**src/rtl/alu_pkg.sv**
```systemverilog
// Shared definitions for the SAP-2 ALU and its sequencer: op codes, sequencer
// state encoding and op classification.
package alu_pkg;

  localparam int unsigned OP_W = 3;

  localparam logic [OP_W-1:0] OP_ADD = 3'd0;
  localparam logic [OP_W-1:0] OP_SUB = 3'd1;
  localparam logic [OP_W-1:0] OP_AND = 3'd2;
  localparam logic [OP_W-1:0] OP_OR  = 3'd3;
  localparam logic [OP_W-1:0] OP_XOR = 3'd4;
  localparam logic [OP_W-1:0] OP_CMA = 3'd5;
  localparam logic [OP_W-1:0] OP_RAL = 3'd6;
  localparam logic [OP_W-1:0] OP_RAR = 3'd7;

  typedef enum logic [1:0] {
    StIdle,
    StLoad,
    StExec,
    StDone
  } seq_state_e;

  // Binary ops need TMP loaded from the bus; unary ops work on A alone.
  function automatic logic is_binary(input logic [OP_W-1:0] op);
    return op <= OP_XOR;
  endfunction

endpackage

```
**src/rtl/alu_sequencer.sv**
```systemverilog
// Multi-cycle controller for the SAP-2 ALU. Owns the accumulator and Z/S flags,
// accepts one command per valid/ready handshake, loads TMP for binary ops and
// repeats unary ops a programmable number of times.
module alu_sequencer
  import alu_pkg::*;
#(
  parameter int unsigned DATA_W = 8,
  parameter int unsigned BUS_W  = 16,
  parameter int unsigned CNT_W  = 3
) (
  input  logic              clk,
  input  logic              rst,
  input  logic              cmd_valid_i,
  output logic              cmd_ready_o,
  input  logic [2:0]        cmd_op_i,
  input  logic [DATA_W-1:0] cmd_operand_i,
  input  logic [CNT_W-1:0]  cmd_count_i,
  input  logic              acc_wr_i,
  input  logic [DATA_W-1:0] acc_wdata_i,
  output logic [2:0]        alu_op_o,
  output logic              alu_load_o,
  output logic [BUS_W-1:0]  bus_out_o,
  output logic [DATA_W-1:0] alu_a_o,
  input  logic [DATA_W-1:0] alu_result_i,
  output logic [DATA_W-1:0] acc_o,
  output logic              flag_z_o,
  output logic              flag_s_o,
  output logic              done_o
);

  seq_state_e        state_q, state_d;
  logic [DATA_W-1:0] acc_q, acc_d;
  logic              flag_z_q, flag_z_d;
  logic              flag_s_q, flag_s_d;
  logic [2:0]        op_q, op_d;
  logic [DATA_W-1:0] operand_q, operand_d;
  logic [CNT_W-1:0]  remaining_q, remaining_d;
  logic              done_q, done_d;
  logic              alu_load_q, alu_load_d;
  logic [BUS_W-1:0]  bus_out_q, bus_out_d;
  logic              accept;

  assign accept = cmd_valid_i && (state_q == StIdle);

  // Next-state, datapath and registered-output decode.
  always_comb begin
    state_d     = state_q;
    acc_d       = acc_q;
    flag_z_d    = flag_z_q;
    flag_s_d    = flag_s_q;
    op_d        = op_q;
    operand_d   = operand_q;
    remaining_d = remaining_q;

    unique case (state_q)
      StIdle: begin
        // A same-cycle write lands first so the command operates on it.
        if (acc_wr_i) begin
          acc_d = acc_wdata_i;
        end
        if (accept) begin
          op_d      = cmd_op_i;
          operand_d = cmd_operand_i;
          if (is_binary(cmd_op_i)) begin
            state_d = StLoad;
          end else begin
            state_d     = StExec;
            remaining_d = (cmd_count_i == '0) ? CNT_W'(1) : cmd_count_i;
          end
        end
      end
      StLoad: begin
        state_d     = StExec;
        remaining_d = CNT_W'(1);
      end
      StExec: begin
        acc_d       = alu_result_i;
        remaining_d = remaining_q - CNT_W'(1);
        // Flags reflect only the final iteration.
        if (remaining_q == CNT_W'(1)) begin
          flag_z_d = (alu_result_i == '0);
          flag_s_d = alu_result_i[DATA_W-1];
          state_d  = StDone;
        end
      end
      StDone: begin
        state_d = StIdle;
      end
      default: begin
        state_d = StIdle;
      end
    endcase

    // Outputs are registered from the next state so they are glitch free.
    done_d     = (state_d == StDone);
    alu_load_d = (state_d == StLoad);
    bus_out_d  = (state_d == StLoad) ? {{(BUS_W-DATA_W){1'b0}}, operand_d} : '0;
  end

  // State and datapath registers; reset abandons any command in flight.
  always_ff @(posedge clk or posedge rst) begin
    if (rst) begin
      state_q     <= StIdle;
      acc_q       <= '0;
      flag_z_q    <= 1'b0;
      flag_s_q    <= 1'b0;
      op_q        <= '0;
      operand_q   <= '0;
      remaining_q <= '0;
      done_q      <= 1'b0;
      alu_load_q  <= 1'b0;
      bus_out_q   <= '0;
    end else begin
      state_q     <= state_d;
      acc_q       <= acc_d;
      flag_z_q    <= flag_z_d;
      flag_s_q    <= flag_s_d;
      op_q        <= op_d;
      operand_q   <= operand_d;
      remaining_q <= remaining_d;
      done_q      <= done_d;
      alu_load_q  <= alu_load_d;
      bus_out_q   <= bus_out_d;
    end
  end

  assign cmd_ready_o = (state_q == StIdle);
  assign alu_op_o    = op_q;
  assign alu_a_o     = acc_q;
  assign alu_load_o  = alu_load_q;
  assign bus_out_o   = bus_out_q;
  assign acc_o       = acc_q;
  assign flag_z_o    = flag_z_q;
  assign flag_s_o    = flag_s_q;
  assign done_o      = done_q;

endmodule

```
**config.mk**
```make
export PLATFORM = sky130hd
export DESIGN_NAME = alu_sequencer
export DESIGN_NICKNAME = d
export VERILOG_FILES = /design/src/rtl/alu_pkg.sv /design/src/rtl/alu_sequencer.sv
export SDC_FILE = /design/constraint.sdc
export NUM_CORES = 1
export LEC_CHECK = 0
export BUFFER_PORTS_ARGS = -buffer_cell sky130_fd_sc_hd__buf_2
export CORE_ASPECT_RATIO = 1.25
export CORE_UTILIZATION = 30
export CTS_CLUSTER_SIZE = 16
export DETAILED_ROUTE_END_ITERATION = 16
export PLACE_DENSITY = 0.63
export SYNTH_ARGS = -nofsm -noshare
export SYNTH_HDL_FRONTEND = slang
export SYNTH_SLANG_ARGS = --single-unit
```
**constraint.sdc**
```tcl
create_clock -name clk -period 1.6 [get_ports clk]
set_input_delay 0.32 -clock clk [delete_from_list [all_inputs] [get_ports clk]]
set_output_delay 0.32 -clock clk [all_outputs]
set_load 0.02 [all_outputs]
```
==> reports/metrics.csv, run 1 <==
stage,metric,value,unit
logic_synthesis,synth_top_area_share,49.3,%
place,routabilityCongestion,0.741,
global_route,grt_max_degree,19,
critical_path,path_class,reg2reg,
timing,fmax,667,MHz
timing,finalCritPeriodShare,93.7,%
clocking,cts.sinks,36,
pwr,power_density,2070,nW/µm²
layout,final_cells,303,
clocking,cts_setup_buffers,0,
clocking,cts_tree,yes,
drt,wl,3820,µm
critical_path,startpoint_type,flop,
flow_run,max_cap_violations,0,
logic_synthesis,ys_seq_elements,36,
global_route,grtUsageTotal,13.0,%
layout,nets,277,
critical_path,arrival,1.68,ns
critical_path,critPathCaptureType,flop,
worst_hold_path,holdCritPathClass,in2async,
timing,rsz0062_at_grt,false,
logic_synthesis,synth_cell_types,30,
drt,ant_nets,0,
logic_synthesis,synth_seq_area_share,49.3,%
global_route,grt_pass1_wl,6330,µm
clocking,clockBufferDepth,2,
critical_path,crit_path_max_incr_delay,0.40,ns
clocking,h-tree-depth,2,
floorplanning,rows,31,
pwr,vdd_drop_max,0.945,mV
clocking,cts_hold_buf,0,
logic_synthesis,synth.avg_cell_area,11.1,µm²
timing,whs,0.0626,ns
timing,layout_min_cycle_time,1.50,ns
logic_synthesis,synth_top_cell_by_area,dfrtp_1,
floorplanning,dieWidth,71.8,µm
timing,fin_ws,0.101,ns
pwr,p_leak,1.17,nW
timing,finalHoldViolCount,0,
drt,wl_per_cell,12.6,µm
layout,fin_util,40.3,%
global_route,grt_pass1_vias,1372,
place,dp_slack,0.0234,ns
critical_path,required,1.78,ns
timing,drv_slew,0,
critical_path,cp_slowest_cell,dfrtp_1,
logic_synthesis,ys.warnings.count,0,
layout,fin_area,2350,µm²
timing,finClkSkew,0.00429,ns
floorplanning,die_area,6410,µm²
outcome,status,finished clean,
place,io_buffers,65,
layout,diodes,0,
logic_synthesis,netlist_area,1830,µm²
clocking,clock_latency,0.28,ns
timing,fin_setup_tns,0,ns
floorplanning,io_pins,74,
layout,drive_above_1_share,49.8,%
pwr,power,4.86,mW
critical_path,cp_max_fo,9,
critical_path,critPathBufInv,0,
global_route,overflow,0,
drt,drtIter0Drc,39,
logic_synthesis,synthCells,165,
layout,area_growth_syn_to_layout,28.5,%
logic_synthesis,ys_top_cells_by_area,"dfrtp_1, mux2_2, buf_4, o22ai_1, ha_1",
critical_path,cp_top_family,compound AO/OA/AOI/OAI gates,
floorplanning,start_util,31.4,%
clocking,cts_inserted_buffers,5,
critical_path,crit_chain,ha_1 > nor2b_2 > o211a_1 > o22a_4 > and2_4,
floorplanning,coreArea,5820,µm²
drt,via_count,1429,
place,hpwlAfterDp,2900,µm
place,dp_cells,295,
clocking,root_buffer,clkbuf_8,
clocking,path_clk_slew,0.08,ns
drt,viasPerCell,4.72,
drt,dr.pass1.iters,4,
place,dpl_cell_area,2240,µm²
floorplanning,die_y,89.2,µm
timing,finalSetupViolCount,0,
drt,post-route-drc-count,0,
global_route,antenna_found_initial,0,
-- kinds of logic (layout without fill, tap and decap cells) --
kind of cell             after synthesis  in the layout  synth area share (%)
AND/OR/NAND/NOR                       28             28                  8.22
buffers and inverters                 31             96                  10.4
adder cells (fa/ha/maj)                7              7                  4.79
AO/OA/AOI/OAI                         42             42                  14.7
flip-flops                            36             36                  49.3
other                                  1              8                 0.205
multiplexers                          20             20                  12.3
-- placed cells by master, fill, tap and decap left out, types with 2 or more instances in the layout --
master | netlist | routed
nor4_1 | 2 | 2
ha_2 | 0 | 2
inv_1 | 8 | 6
a21oi_1 | 11 | 11
ha_1 | 7 | 4
dfrtp_1 | 36 | 36
conb_1 | 1 | 8
o22ai_1 | 15 | 15
inv_2 | 0 | 2
o21ai_0 | 6 | 6
buf_2 | 2 | 65
nand2_1 | 10 | 10
o211ai_1 | 2 | 2
clkinvlp_4 | 0 | 2
nand3_1 | 2 | 2
and2_1 | 8 | 8
nand2b_1 | 2 | 2
clkbuf_8 | 0 | 5
buf_4 | 17 | 14
mux2_2 | 20 | 20
-- final cells by class --
| type | count | area [µm²] |
|---|---|---|
| Clock buffer | 5 | 68.8 |
| Clock inverter | 3 | 23.8 |
| Fill cell | 573 | 3470 |
| Inverter | 8 | 30.0 |
| Multi-Input combinational cell | 105 | 791 |
| Sequential cell | 36 | 901 |
| Tap cell | 66 | 82.6 |
| Timing Repair Buffer | 80 | 450 |
-- routing by layer --
metal | up-vias | track usage (%) | wire [µm]
li1 | 704 | - | -
met1 | 664 | 15.9 | 1670
met2 | 57 | 21.8 | 1850
met3 | 4 | 3.83 | 261
met4 | 0 | 4.81 | 43
met5 | - | 0 | 0
-- Yosys cell counts, drive strengths merged --
master and instances:
dfrtp 36, o211a 1, conb 1, a211oi 1, clkbuf 3, o21ai 6
ha 7, and3b 1, o21bai 1, a22o 1, mux2 20, nor2b 1
a21oi 11, a31oi 1, nand2b 2, o22a 1, nor2 1, o32ai 1
nor4 2, o211ai 2, inv 8, o22ai 15, o2111ai 1, nand2 10
and2 9, buf 20, nand3 2
-- worst register-to-register path, cell delays in order, from the launching register on --
cell	delay, ns
dfrtp_1	0.40
ha_1	0.20
nor2b_2	0.17
o211a_1	0.22
o22a_4	0.25
and2_4	0.16
-- flip-flops by register name (all words and copies together), names as in the netlist --
signal and flops:
remaining_q 3, operand_q 8, done_o 1, alu_load_o 1, acc_o 8, flag_s_o 1, alu_op_o 3, state_q 2
flag_z_o 1, bus_out_o 8
-- final timing paths --
kind / startpoint / to / slack (ns) / cells after the start
hold reg to reg: flag_z_o / flag_z_o / 0.48 / 2
min in group clk: cmd_operand_i[2] / operand_q[2] / 0.28 / 2
setup / recovery: remaining_q[0] / bus_out_o[6] / 0.10 / 5
setup reg to reg: remaining_q[0] / bus_out_o[6] / 0.10 / 5
max in group asynchronous: rst / acc_o[7] / 1.32 / 3
hold / removal: rst / operand_q[3] / 0.06 / 3
-- power breakdown --
group	switching [mW]	internal, mW
clock network	0.345	0.308
logic	1.46	1.22
registers	0.205	1.32
-- what timing repair did --
action                                  CTS  global route
endpoints found under the setup margin    0            13
gates resized for setup                   0             6
endpoints found under the hold margin     0             0
Note: power is estimated with default switching activity, not from simulation.
==> run 2: changes to the inputs <==
- MAX_ROUTING_LAYER: not set -> met4
==> run 2 against run 1 <==
Net effect: wire length rose by 0.10%; non-clock buffer count unchanged; global-route usage increased by 0.41 points; clock skew is 0.0015 ns higher; worst setup slack worse by 0.0033 ns; via count did not move; largest cell class unchanged; register-to-register slack about the same; critical path depth unchanged; flip-flop and latch count unchanged; critical path type unchanged; total power down 0.19%.
==> reports/metrics.csv, run 2 (same netlist as run 1, synthesis figures left out) <==
stage,metric,value,unit
timing,whs,0.0654,ns
pwr,power,4.85,mW
drt,dr.pass1.iters,4,
drt,wl_per_cell,12.6,µm
clocking,cts_inserted_buffers,5,
clocking,h-tree-depth,2,
place,dpl_cell_area,2240,µm²
drt,wl,3830,µm
critical_path,startpoint_type,flop,
critical_path,path_class,reg2reg,
drt,post-route-drc-count,0,
critical_path,crit_path_max_incr_delay,0.40,ns
critical_path,crit_chain,ha_1 > nor2b_2 > o211a_1 > o22a_4 > and2_4,
drt,route.met3.wl,206,µm
timing,rsz0062_at_grt,false,
clocking,cts_setup_buffers,0,
timing,finClkSkew,0.00583,ns
layout,nets,277,
place,routabilityCongestion,0.750,
floorplanning,die_y,89.2,µm
global_route,grt_pass1_vias,1373,
global_route,grt_pass1_wl,6330,µm
drt,via_count,1429,
floorplanning,coreArea,5820,µm²
layout,fin_area,2350,µm²
layout,drive_above_1_share,49.8,%
worst_hold_path,holdCritPathClass,in2async,
layout,fin_util,40.3,%
clocking,cts_hold_buf,0,
drt,ant_nets,0,
timing,layout_min_cycle_time,1.50,ns
flow_run,max_cap_violations,0,
floorplanning,start_util,31.4,%
critical_path,required,1.78,ns
layout,fillers,573,
clocking,root_buffer,clkbuf_8,
layout,final_common_cell,buf_2,
global_route,overflow,0,
floorplanning,rows,31,
layout,seqCellArea,901,µm²
global_route,grt_max_degree,19,
timing,finalHoldViolCount,0,
critical_path,arrival,1.68,ns
drt,viasPerCell,4.72,
layout,layout_common_cells,"buf_2, dfrtp_1, mux2_2",
pwr,p_leak,1.17,nW
layout,area_growth_syn_to_layout,28.5,%
outcome,status,finished clean,
clocking,clock_latency,0.28,ns
clocking,clockBufferDepth,2,
clocking,cts.sinks,36,
floorplanning,dieWidth,71.8,µm
critical_path,critPathCaptureType,flop,
drt,top_layer_used,met4,
timing,drv_slew,0,
clocking,cts_tree,yes,
pwr,power_density,2070,nW/µm²
critical_path,cp_max_fo,9,
pwr,vdd_drop_max,0.942,mV
timing,fmax,666,MHz
place,hpwlAfterDp,2900,µm
clocking,path_clk_slew,0.08,ns
global_route,antenna_found_initial,0,
global_route,grtUsageTotal,13.4,%
floorplanning,die_area,6410,µm²
place,io_buffers,65,
drt,dr_wl_met2,1820,µm
timing,finalCritPeriodShare,93.9,%
floorplanning,io_pins,74,
layout,diodes,0,
drt,drtIter0Drc,37,
timing,fin_setup_tns,0,ns
critical_path,cp_slowest_cell,dfrtp_1,
timing,finalSetupViolCount,0,
drt,met1_length,1760,µm
layout,multi_input_area,791,µm²
==> run 2: cell counts in the layout (fill, tap and decap cells not counted) <==
Identical to the previous run, type by type.
==> run 2: final cells by class <==
cell class              count  area share [%]
clock buffers               5            2.93
clock inverters             3            1.01
inverters                   8            1.28
multi-input cells         105            33.7
flip-flops and latches     36            38.4
well taps                  66            3.52
repair buffers             80            19.2
==> run 2: through the flow <==
step	std cells	worst slack, ns
after CTS	303	0.00796
final	303	0.0976
after floorplan	172	0.00914
after global routing	303	0.0151
after detailed placement	295	0.0234
after global placement	295	0.0656
==> run 2: path summary, 6_finish.rpt <==
check / slack (ns) / from / endpoint / cells past startpoint
max in group asynchronous: 1.33 / rst / acc_o[2] / 3
worst max-delay path: 0.1 / remaining_q[0] / bus_out_o[6] / 5
min in group clk: 0.28 / cmd_operand_i[2] / operand_q[2] / 2
worst min-delay path: 0.07 / rst / operand_q[3] / 3
worst min register to register: 0.48 / flag_z_o / flag_z_o / 2
worst max register to register: 0.1 / remaining_q[0] / bus_out_o[6] / 5
==> run 2: where the power goes <==
part           switching (mW)  internal, mW
clock                   0.342         0.308
sequential              0.204          1.32
combinational            1.46          1.22
total                    2.00          2.85
==> run 2: what timing repair did <==
item	4_1_cts	5_1_grt
hold endpoints to repair	0	0
endpoints found under the setup margin	0	13
resized for setup	0	6
==> run 2: worst max-delay path, delay by kind of cell (launching register included) <==
kind / cells / cell delay (ns)
simple gates: 2 / 0.34
flops: 1 / 0.40
fa+ha+maj: 1 / 0.19
compound gates: 2 / 0.47
==> run 2: routing by layer <==
layer,vias to the layer above,track usage (%)
met5,-,-
met4,0,4.81
met3,2,3.16
met2,56,21.8
met1,666,16.3
li1,705,-
